==> src/rtl/seg7_pkg.sv <==
// Shared definitions for the multiplexed 7-segment scan driver:
// register offsets, CTRL field placement and the hex font.
package seg7_pkg;

  // Register offsets relative to BASE
  localparam logic [31:0] REG_DIGITS = 32'd0;
  localparam logic [31:0] REG_DP     = 32'd1;
  localparam logic [31:0] REG_CTRL   = 32'd2;
  localparam logic [31:0] REG_RAW0   = 32'd3;

  // CTRL layout: blank mask occupies [NDIGITS-1:0]; the fields below are
  // positioned relative to NDIGITS (bit index = NDIGITS + position)
  localparam int CTRL_BRIGHT_POS = 0;
  localparam int CTRL_BRIGHT_W   = 4;
  localparam int CTRL_RAW_POS    = 4;

  // Subticks per digit slot; also the number of brightness levels
  localparam int SUBTICKS = 16;

  // Active-high font, bit 0 = segment a .. bit 6 = segment g
  function automatic logic [6:0] hex2seg(input logic [3:0] nibble);
    logic [6:0] pattern;
    pattern = 7'h00;
    case (nibble)
      4'h0: pattern = 7'h3F;
      4'h1: pattern = 7'h06;
      4'h2: pattern = 7'h5B;
      4'h3: pattern = 7'h4F;
      4'h4: pattern = 7'h66;
      4'h5: pattern = 7'h6D;
      4'h6: pattern = 7'h7D;
      4'h7: pattern = 7'h07;
      4'h8: pattern = 7'h7F;
      4'h9: pattern = 7'h6F;
      4'hA: pattern = 7'h77;
      4'hB: pattern = 7'h7C;
      4'hC: pattern = 7'h39;
      4'hD: pattern = 7'h5E;
      4'hE: pattern = 7'h79;
      4'hF: pattern = 7'h71;
      default: pattern = 7'h00;
    endcase
    return pattern;
  endfunction

endpackage

==> src/rtl/seg7_prescale.sv <==
// Free-running prescaler that divides clk down to the subtick rate.
// tick is high during the last count of each period.
module seg7_prescale #(
  parameter int SCAN_DIV = 1024
) (
  input  logic clk,
  input  logic reset_n,
  output logic tick
);

  localparam int CNT_W = (SCAN_DIV > 1) ? $clog2(SCAN_DIV) : 1;
  localparam logic [CNT_W-1:0] LAST = CNT_W'(SCAN_DIV - 1);

  logic [CNT_W-1:0] count;

  assign tick = (count == LAST);

  // Count 0..SCAN_DIV-1 and wrap, restarting from zero on reset
  always_ff @(posedge clk) begin
    if (!reset_n) begin
      count <= '0;
    end else if (tick) begin
      count <= '0;
    end else begin
      count <= count + 1'b1;
    end
  end

endmodule

==> src/rtl/seg7_scan.sv <==
// Memory-mapped multiplexed 7-segment driver for NDIGITS common-anode
// digits with readback, blanking, 16-level PWM brightness and raw mode.
module seg7_scan
  import seg7_pkg::*;
#(
  parameter int NDIGITS  = 4,
  parameter int BASE     = 16,
  parameter int SCAN_DIV = 1024
) (
  input  logic               clk,
  input  logic               reset_n,
  input  logic               enable,
  input  logic               rw,
  input  logic [31:0]        addr,
  input  logic [31:0]        data,
  output logic [31:0]        q,
  output logic [7:0]         seg,
  output logic [NDIGITS-1:0] an
);

  localparam int SIZE  = 3 + NDIGITS;
  localparam int DIG_W = (NDIGITS > 1) ? $clog2(NDIGITS) : 1;
  localparam logic [DIG_W-1:0] LAST_DIGIT = DIG_W'(NDIGITS - 1);

  logic [4*NDIGITS-1:0] digits;
  logic [NDIGITS-1:0]   dp;
  logic [NDIGITS-1:0]   blank;
  logic [3:0]           bright;
  logic                 raw_mode;
  logic [7:0]           raw_seg [NDIGITS];

  logic [31:0]      offset;
  logic             in_range;
  logic [31:0]      rdata;
  logic             tick;
  logic [3:0]       subtick;
  logic [DIG_W-1:0] digit;
  logic [3:0]       cur_nibble;
  logic [7:0]       seg_next;
  logic [NDIGITS-1:0] an_next;

  assign offset   = addr - 32'(BASE);
  assign in_range = (addr >= 32'(BASE)) && (addr < 32'(BASE + SIZE));

  seg7_prescale #(
    .SCAN_DIV(SCAN_DIV)
  ) u_prescale (
    .clk    (clk),
    .reset_n(reset_n),
    .tick   (tick)
  );

  // Register file: bus writes land at the edge, excess data bits are dropped
  always_ff @(posedge clk) begin
    if (!reset_n) begin
      digits   <= '0;
      dp       <= '0;
      blank    <= '0;
      bright   <= 4'hF;
      raw_mode <= 1'b0;
      for (int i = 0; i < NDIGITS; i++) begin
        raw_seg[i] <= 8'h00;
      end
    end else if (enable && rw && in_range) begin
      if (offset == REG_DIGITS) begin
        digits <= data[4*NDIGITS-1:0];
      end
      if (offset == REG_DP) begin
        dp <= data[NDIGITS-1:0];
      end
      if (offset == REG_CTRL) begin
        blank    <= data[NDIGITS-1:0];
        bright   <= data[NDIGITS+CTRL_BRIGHT_POS +: CTRL_BRIGHT_W];
        raw_mode <= data[NDIGITS+CTRL_RAW_POS];
      end
      for (int i = 0; i < NDIGITS; i++) begin
        if (offset == REG_RAW0 + 32'(i)) begin
          raw_seg[i] <= data[7:0];
        end
      end
    end
  end

  // Readback mux: zero-extended register contents, zero outside the block
  always_comb begin
    rdata = 32'h0;
    if (in_range) begin
      if (offset == REG_DIGITS) begin
        rdata[4*NDIGITS-1:0] = digits;
      end
      if (offset == REG_DP) begin
        rdata[NDIGITS-1:0] = dp;
      end
      if (offset == REG_CTRL) begin
        rdata[NDIGITS+4:0] = {raw_mode, bright, blank};
      end
      for (int i = 0; i < NDIGITS; i++) begin
        if (offset == REG_RAW0 + 32'(i)) begin
          rdata[7:0] = raw_seg[i];
        end
      end
    end
  end

  // Read data register: sampled before any same-edge write, held when idle
  always_ff @(posedge clk) begin
    if (!reset_n) begin
      q <= 32'h0;
    end else if (enable && !rw) begin
      q <= rdata;
    end
  end

  // Subtick within the slot and digit selection; a full subtick lap moves on a digit
  always_ff @(posedge clk) begin
    if (!reset_n) begin
      subtick <= 4'd0;
      digit   <= '0;
    end else if (tick) begin
      subtick <= subtick + 4'd1;
      if (subtick == 4'(SUBTICKS - 1)) begin
        if (digit == LAST_DIGIT) begin
          digit <= '0;
        end else begin
          digit <= digit + 1'b1;
        end
      end
    end
  end

  // Next segment/anode pattern; subtick 0 stays dark so the previous digit never ghosts
  always_comb begin
    cur_nibble = digits[{digit, 2'b00} +: 4];
    if (raw_mode) begin
      seg_next = ~raw_seg[digit];
    end else begin
      seg_next = ~{dp[digit], hex2seg(cur_nibble)};
    end
    an_next = '1;
    if (!blank[digit] && (subtick != 4'd0) && (subtick <= bright)) begin
      an_next[digit] = 1'b0;
    end
  end

  // Output registers: one cycle behind the counters and register contents
  always_ff @(posedge clk) begin
    if (!reset_n) begin
      seg <= 8'hFF;
      an  <= '1;
    end else begin
      seg <= seg_next;
      an  <= an_next;
    end
  end

endmodule

==> config.mk <==
export PLATFORM = sky130hd
export DESIGN_NAME = seg7_scan
export DESIGN_NICKNAME = d
export VERILOG_FILES = /design/src/rtl/seg7_pkg.sv /design/src/rtl/seg7_prescale.sv /design/src/rtl/seg7_scan.sv
export SDC_FILE = /design/constraint.sdc
export NUM_CORES = 1
export LEC_CHECK = 0
export CAP_MARGIN = 25
export CORE_MARGIN = 1.5
export CORE_UTILIZATION = 30
export CTS_CLUSTER_SIZE = 10
export DETAILED_ROUTE_END_ITERATION = 6
export PLACE_DENSITY_LB_ADDON = 0.15
export SYNTH_ARGS = -nofsm -noshare
export SYNTH_HDL_FRONTEND = slang
export SYNTH_SLANG_ARGS = --single-unit
export TNS_END_PERCENT = 10
==> constraint.sdc <==
create_clock -name clk -period 8.8 [get_ports clk]
set_input_delay 1.76 -clock clk [delete_from_list [all_inputs] [get_ports clk]]
set_output_delay 1.76 -clock clk [all_outputs]
set_load 0.01 [all_outputs]
== After elaboration in Yosys (flattened, before gate mapping) ==
Memory sizes are Yosys's and may differ from the RTL's. A register that Yosys moved wholly into a read port is not among the register bits.
Cells that the tools add are included.
Cells by class
  add/subtract/negate cells: 4
  order comparisons: 5
  equality and inequality tests: 9
  shifts and indexed selects: 1
  muxes and demuxes: 40
  bitwise logic cells: 8
  reductions and logical operators: 17
Operators with widths (count)
  equality test 32 x 3 -> 1 bit, second input constant: 3
  2-to-1 mux 8 bit: 9
  equality test 32 x 2 -> 1 bit, second input constant: 2
  equality test 32 x 1 -> 1 bit, second input constant: 1
  >= comparator 32 x 5 -> 1 bit, second input constant: 1
  logical NOT 32 bit: 1
  < comparator 32 x 5 -> 1 bit, second input constant: 1
  2-to-1 mux 16 bit: 2
  subtractor 32 x 5 -> 32 bit, second input constant: 1
  2-to-1 mux 1 bit: 20
  inverter 8 bit: 2
  indexed part select 16 x 5 -> 4 bit: 1
  adder 10 x 1 -> 10 bit, second input constant: 1
  equality test 10 bit, second input constant: 1
  AND reduction 2 bit: 5
  2-to-1 mux 9 bit: 1
  logical AND 1 bit: 7
  2-to-1 mux 7 bit: 1
  2-to-1 mux 2 bit: 3
  adder 4 x 1 -> 4 bit, second input constant: 1
  binary-select mux 1 bit (select 2 bit): 2
  equality test 4 bit, second input constant: 1
  less-or-equal comparator 4 bit: 1
  2-to-1 mux 4 bit: 1
  other kinds (11): 15
Word-level totals
  bits in registers: 73
  memory bits (writable): 32
  bits in read-only memories: 112
  input port bits: 68
  output and inout bits: 44
  word-level logic and storage cells: 97
  memories: 2
Memories
  (name not given): depth 16, width 7, rd ports 1, clocked after Yosys merged registers in 0, wr ports 0, RTL line seg7_pkg.sv:24  | case (nibble)
  raw_seg: depth 4, width 8, rd ports 5, clocked after Yosys merged registers in 1, wr ports 4, RTL line seg7_scan.sv:30  | logic [7:0] raw_seg [NDIGITS];

== Longest topological paths before layout ==
Gate-level depths: netlist of run 1.
  word-level depth: 10
  gate-level depth with buffers: 9
  gate-level depth less buffers: 8

== By module ==
From an unflattened synthesis of run 1, not the netlist that was laid out.
Unflattened totals
  cells, all modules: 550
  area total of the unflattened synthesis: 5620.4 µm²
By module, submodules not included
  seg7_scan: times used 1, cells each 497, area an instance 5162.5 µm²
  seg7_prescale: times used 1, cells each 53, area an instance 457.9 µm²

== Worst setup path before layout of run 1 ==
No wires, ideal clock.
  kind: input to register
  from: input port addr[18]
  to: memory raw_seg[3][0] (enable)
  library setup time: 0.387 ns
  arrival: 4.003 ns
  data required time: 8.413 ns
  slack: 4.410 ns
  cell stages on the path: 6
  path through: or4_1 -> buf_2 -> or3_4 -> nor4_2 -> nand3_1 -> o31ai_1
RTL lines
  start: declaration: RTL line seg7_scan.sv:14  | input logic [31:0] addr,
  end: declaration: RTL line seg7_scan.sv:30

==> summary.txt, run 1 <==
Clocking
  – Max clock buf depth: 2
  – CTS buffer count: 9
  – Post_cts resized: 0
  – # Post-CTS Setup Buffers: 0
  – CTS tree: yes
  – CTS sink count: 107
  – Hold buffers post-CTS: 0
  – Reg clk slew, reported paths: 0.07 ns
  – Clock Latency Late Sink: 0.36 ns
  – Root buf cell: clkbuf_16
  – H-tree levels: 3

Logic synthesis
  – Post-synthesis register bit count: 107
  – Ys async rst share: 0%
  – Cell variety after synth: 65
  – Synthesized cell area: 0.00571 mm²
  – Top cells by count, synth: dfxtp_1 (75), nand2_1 (50), and2_1 (43)
  – Adder-Cell Fraction of Synth Area: 3.51%
  – Top FF cell, synth: dfxtp_1
  – XOR/XNOR Fraction of Synth Area: 1.69%
  – Post-Syn Area per Cell: 10.5 µm²
  – Cell taking the most area after synthesis: dfxtp_1
  – Part of the Yosys area used for sequential elements: 43.1%
  – Post-synthesis compound-gate area fraction: 10.2%
  – Main combinational cell family by area after synthesis: simple AND/OR/NAND/NOR gates
  – Simple-gate share of the synthesized area: 21.5%
  – Top-area cell type share of the netlist area: 26.3%
  – Multiplexer area fraction after synthesis: 14.2%
  – Cell with the most instances after synthesis: dfxtp_1
  – Syn. warnings: 0
  – Cells after synthesis: 546
  – Area contributors post-synth: dfxtp_1 (26%), edfxtp_1 (17%), mux4_2 (7.5%)
  – EDFF count, synth: 32

Final layout
  – Area growth, synth to finish: 21.7%
  – Number of fill cells: 1818
  – Share of cells above drive strength 1: 9.72%
  – Fin nets: 696
  – Reg area: 0.00246 mm²
  – Final core occ: 37.1%
  – Multi-input gate area: 0.00299 mm²
  – Ant. Diodes: 0

Timing
  – Setup TNS: 0 ns
  – Max-slew violations: 0
  – Final hold vios: 0
  – Post-Route Skew: 0.0104 ns
  – FMAX: 206 MHz
  – Unrepaired setup endpoints after global routing: no
  – Crit path time final: 4.86 ns
  – Final setup viols: 0
  – Fin crit share: 55.3%
  – Slew headroom: 35.6%
  – Tightest Pin Transition: 0.960 ns

Worst setup path
  – CP Class: primary input to flop
  – CP Launch Type: primary input
  – Critical Path RT: 8.78 ns
  – WP data arrival: 4.84 ns
  – Reg2reg path depth: 6
  – WP buf/inv: 1
  – Crit path max fanout: 8
  – Critical Path Stages: 6
  – Cells along the critical path: clkdlybuf4s50_1 > nor4_1 > nand4_1 > o32ai_1 > o211ai_1 > o31ai_2
  – Crit path max-delay family: compound AO/OA/AOI/OAI gates
  – CP peak stage delay: 0.89 ns
  – CP Capture Type: flop
  – Critical Path Slowest Stage Cell: o31ai_2

Placed design
  – DP Wirelength: 11700 µm
  – I/O Buffers: 79
  – RePlAce Congestion: 0.823

Pwr
  – Worst vdd ir: 0.0928 mV
  – Leak: 2.54 nW
  – PwrDens: 147 mW/mm²

Global route
  – Largest net degree at the start of global routing: 60
  – First-pass GRT wire length: 24600 µm
  – Vias in the first global route: 4331
  – Total GRT Usage: 16.4%
  – Number of antenna violations at the first check in global routing: 0
  – Overflow after GRT: 0

Route
  – Post-route ant nets: 0
  – Initial DRT Pass Iterations: 4
  – Vias: 4367
  – Final WL: 15900 µm
  – Wirelength per Cell: 18.7 µm
  – Initial DRC count: 210
  – Vias per inst: 5.13
  – Drt drc: 0

Min path
  – Hold Crit Class: flop to flop
  – Hold depth: 2

Status
  – Status: finished, final reports clean

Die
  – Die Area: 0.0199 mm²
  – Starting Density: 30.5%
  – Row count: 50
  – Die Span Y: 141 µm
  – CORE AREA: 0.0187 mm²
  – Die width: 141 µm
  – Io pins: 112

Job
  – Max_cap viols: 0
==> flip-flops by register name, indices dropped and copies added (netlist names), 4 cells and up, named ones only <==
signal,cells
raw_seg,32
digits,16
q,16
u_prescale.count,10
seg,8
an,4
blank,4
bright,4
dp,4
subtick,4
==> metal layers <==
layer  up-vias  global-route usage [%]  wire length, µm
li1       2084                       -                -
met1      2094                    21.0             7130
met2       162                    27.7             7490
met3        27                    3.63             1020
met4         0                    4.99              293
met5         -                       0                0
==> final timing paths <==
path	endpoint	slack [ns]	startpoint
max reg2reg	seg[3]$_SDFF_PN1_	6.22	digit[0]$_SDFFE_PN0P_
min reg2reg	q[7]$_SDFFE_PN0P_	0.45	q[7]$_SDFFE_PN0P_
min	q[7]$_SDFFE_PN0P_	0.45	q[7]$_SDFFE_PN0P_
max	raw_seg[3][1]$_SDFFCE_PN0P_	3.94	addr[10]
==> cell type report <==
type	count	area share [%]
Inverter	12	0.649
Sequential cell	107	35.5
Tap cell	234	4.22
Timing Repair Buffer	87	12.3
Clock buffer	11	3.80
Clock inverter	5	0.595
Multi-Input combinational cell	395	43.0
==> stage by stage <==
stage / worst slack (ns) / cell area, µm² / std cells / power [mW] / hold slack [ns]
finish: 3.94 / 6940 / 851 / 1.02 / 0.453
global route: 3.69 / 6940 / 851 / 1.05 / 0.488
CTS: 3.93 / 6940 / 851 / 1.03 / 0.463
detailed placement: 3.54 / 6640 / 835 / 0.619 / 0.451
global placement: 3.65 / 6640 / 835 / 0.617 / 0.440
floorplan: 4.41 / 5760 / 561 / 0.576 / 0.426
==> report_power, final <==
group	switching, mW	total (mW)	internal (mW)
sequential	0.00572	0.522	0.517
combinational	0.0445	0.0850	0.0405
clock	0.191	0.412	0.221
total	0.241	1.02	0.778
==> layout by cell type (no fill, tap or decap), types with 19 or more instances in the layout <==
| cell type | netlist | layout |
|---|---|---|
| clkdlybuf4s50_1 | 0 | 79 |
| dfxtp_1 | 75 | 75 |
| nand2_1 | 50 | 50 |
| and2_1 | 43 | 43 |
| mux2i_1 | 35 | 35 |
| edfxtp_1 | 32 | 32 |
| nor2b_1 | 29 | 29 |
| nor2_1 | 28 | 28 |
| o21ai_0 | 20 | 20 |
| mux4_2 | 19 | 19 |
==> logic make-up (layout without fill, tap and decap cells) <==
logic type	Yosys count	in the layout
xor gates and xnor gates	11	11
other	1	16
adders and majority gates	16	16
buffers and inverters	59	115
and+or+nand+nor	213	213
muxes	57	57
DFF	107	107
AOI/OAI and AO/OA	82	82
==> worst min-delay path: cells and delay by family, from the launching register on <==
family | cells | cell delay (ns)
compound gates | 1 | 0.05
flops | 1 | 0.31
simple gates | 1 | 0.05
(Power assumes the default switching activity.)
==> run 2, diff against run 1 <==
==> constraint.sdc (replaced) <==
create_clock -name clk -period 4.03 [get_ports clk]
set_input_delay 0.806 -clock clk [delete_from_list [all_inputs] [get_ports clk]]
set_output_delay 0.806 -clock clk [all_outputs]
set_load 0.01 [all_outputs]
==> run 2 against run 1 <==
Net effect:
- critical path depth up 1
- die area unchanged
- critical endpoint is now q[3]$_SDFFE_PN0P_
- worst hold slack better by 0.0040 ns
- setup slack worse by 3.3 ns
- clock power up 110%
- non-clock buffer count up 7
==> summary.txt, run 2 (synthesis gave the netlist of run 1 again) <==
Clocking
  – Hold buffers post-CTS: 0
  – CTS sink count: 107
  – CTS buffer count: 9
  – Root buf cell: clkbuf_16
  – Reg clk slew, reported paths: 0.07 ns
  – H-tree levels: 3
  – Clock Latency Late Sink: 0.36 ns
  – CTS tree: yes
  – Max clock buf depth: 2
  – # Post-CTS Setup Buffers: 0
  – Post_cts resized: 0

Final layout
  – Largest register by flop count: raw_seg
  – Most common cell after layout, fill and taps aside: clkdlybuf4s50_1
  – Number of flip-flops in the largest register: 32
  – Number of fill cells: 1827
  – Share of cells above drive strength 1: 10.6%
  – Top Registers: raw_seg: 32 flops, digits: 16 flops, q: 16 flops
  – Area growth, synth to finish: 22.1%
  – Ant. Diodes: 0
  – Fin nets: 703
  – Post-route cell area: 0.00697 mm²
  – Commonest cells after routing, fill and taps aside: clkdlybuf4s50_1 (79), dfxtp_1 (75), nand2_1 (50)

Route
  – Vias per inst: 5.12
  – Vias: 4396
  – Initial DRC count: 283
  – Drt drc: 0
  – Initial DRT Pass Iterations: 5
  – Final WL: 15600 µm
  – Wirelength per Cell: 18.2 µm
  – Post-route ant nets: 0

Worst setup path
  – Crit path max fanout: 8
  – Cells along the critical path: clkdlybuf4s50_1 > or4_1 > or3_4 > nor4_2 > nand3_1 > a311oi_1 > a22o_1
  – CP Capture Type: flop
  – Critical Path Slowest Stage Cell: or4_1
  – Critical Path RT: 4.34 ns
  – CP Class: primary input to flop
  – WP buf/inv: 1
  – CP peak stage delay: 0.66 ns
  – Crit path max-delay family: simple AND/OR/NAND/NOR gates
  – WP data arrival: 3.71 ns
  – CP Launch Type: primary input

Pwr
  – Total power: 2.20 mW
  – PwrDens: 316 mW/mm²
  – Worst vdd ir: 0.185 mV
  – Leak: 2.57 nW

Die
  – Die width: 141 µm
  – Starting Density: 30.5%
  – CORE AREA: 0.0187 mm²
  – Die Area: 0.0199 mm²
  – Die Span Y: 141 µm
  – Io pins: 112
  – Row count: 50

Global route
  – Largest net degree at the start of global routing: 33
  – Total GRT Usage: 15.9%
  – First-pass GRT wire length: 24000 µm
  – Number of antenna violations at the first check in global routing: 0
  – Vias in the first global route: 4245
  – Overflow after GRT: 0

Timing
  – Tightest Pin Transition: 0.872 ns
  – Unrepaired setup endpoints after global routing: no
  – FMAX: 294 MHz
  – Post-Route Skew: 0.00500 ns
  – Crit path time final: 3.40 ns
  – Final hold vios: 0
  – Max-slew violations: 0
  – Final setup viols: 0
  – Fin crit share: 84.4%
  – Setup TNS: 0 ns
  – Setup ws final: 0.630 ns
  – Hold_ws: 0.457 ns
  – Slew headroom: 41.9%

Placed design
  – Pre-CTS setup slack: 0.264 ns
  – RePlAce Congestion: 0.803
  – Area post-placement: 0.00669 mm²
  – I/O Buffers: 79
  – DP Wirelength: 12000 µm

Min path
  – Hold Crit Class: flop to flop

Job
  – Max_cap viols: 0

Status
  – Status: finished, final reports clean
run 2: changes by cell type in the layout (fill, tap and decap cells not counted), sizes merged:
cell      delta
clkinv       +1
clkinvlp     -1
inv          +2
buf          +7
clkbuf       -2
run 2: per-layer routing:
layer / wire length [µm] / global-route usage (%) / vias up
met5: 0 / 0 / -
met4: 449 / 7.07 / 0
met3: 664 / 2.41 / 30
met2: 7170 / 25.6 / 137
met1: 7340 / 21.3 / 2126
li1: - / - / 2103
run 2: layout make-up:
class                      count  area [µm²]  share of cell area (%)
timing repair buffer          94         903                    13.0
multi-input combinational    395        2980                    42.8
sequential                   107        2460                    35.3
clock buffer                   9         225                    3.23
tap                          234         293                    4.20
inverter                      12        45.0                   0.647
clock inverter                 7        55.1                   0.790
run 2: report_power, final:
| group | switching (mW) | total, mW | leakage (nW) | internal [mW] |
|---|---|---|---|---|
| combinational | 0.100 | 0.191 | 1.52 | 0.0909 |
| clock | 0.438 | 0.868 | 0.143 | 0.430 |
| sequential | 0.0139 | 1.14 | 0.911 | 1.13 |
| total | 0.552 | 2.20 | 2.57 | 1.65 |
run 2: per-stage QoR:
step           utilization [%]  instances
5_1_grt                   37.2        858
3_3_place_gp              35.7        842
4_1_cts                   37.2        858
6_report                  37.2        858
2_1_floorplan                -        561
3_5_place_dp              35.7        842
run 2: worst register-to-register path: cells and delay by family, from the launching register on:
family | cells | cell delay (ns)
muxes | 2 | 1.10
adders and majority gates | 1 | 0.26
buffers and inverters | 1 | 0.14
and+or+nand+nor | 1 | 0.07
AOI/OAI and AO/OA | 1 | 0.16
DFF | 1 | 0.71
run 2: final timing paths:
kind / cells after the start / slack (ns) / start / to
setup reg to reg: 6 / 1.48 / digit[0]$_SDFFE_PN0P_ / seg[3]$_SDFF_PN1_
hold reg to reg: 2 / 0.46 / q[6]$_SDFFE_PN0P_ / q[6]$_SDFFE_PN0P_
setup / recovery: 7 / 0.63 / addr[18] / q[3]$_SDFFE_PN0P_
hold / removal: 2 / 0.46 / q[6]$_SDFFE_PN0P_ / q[6]$_SDFFE_PN0P_
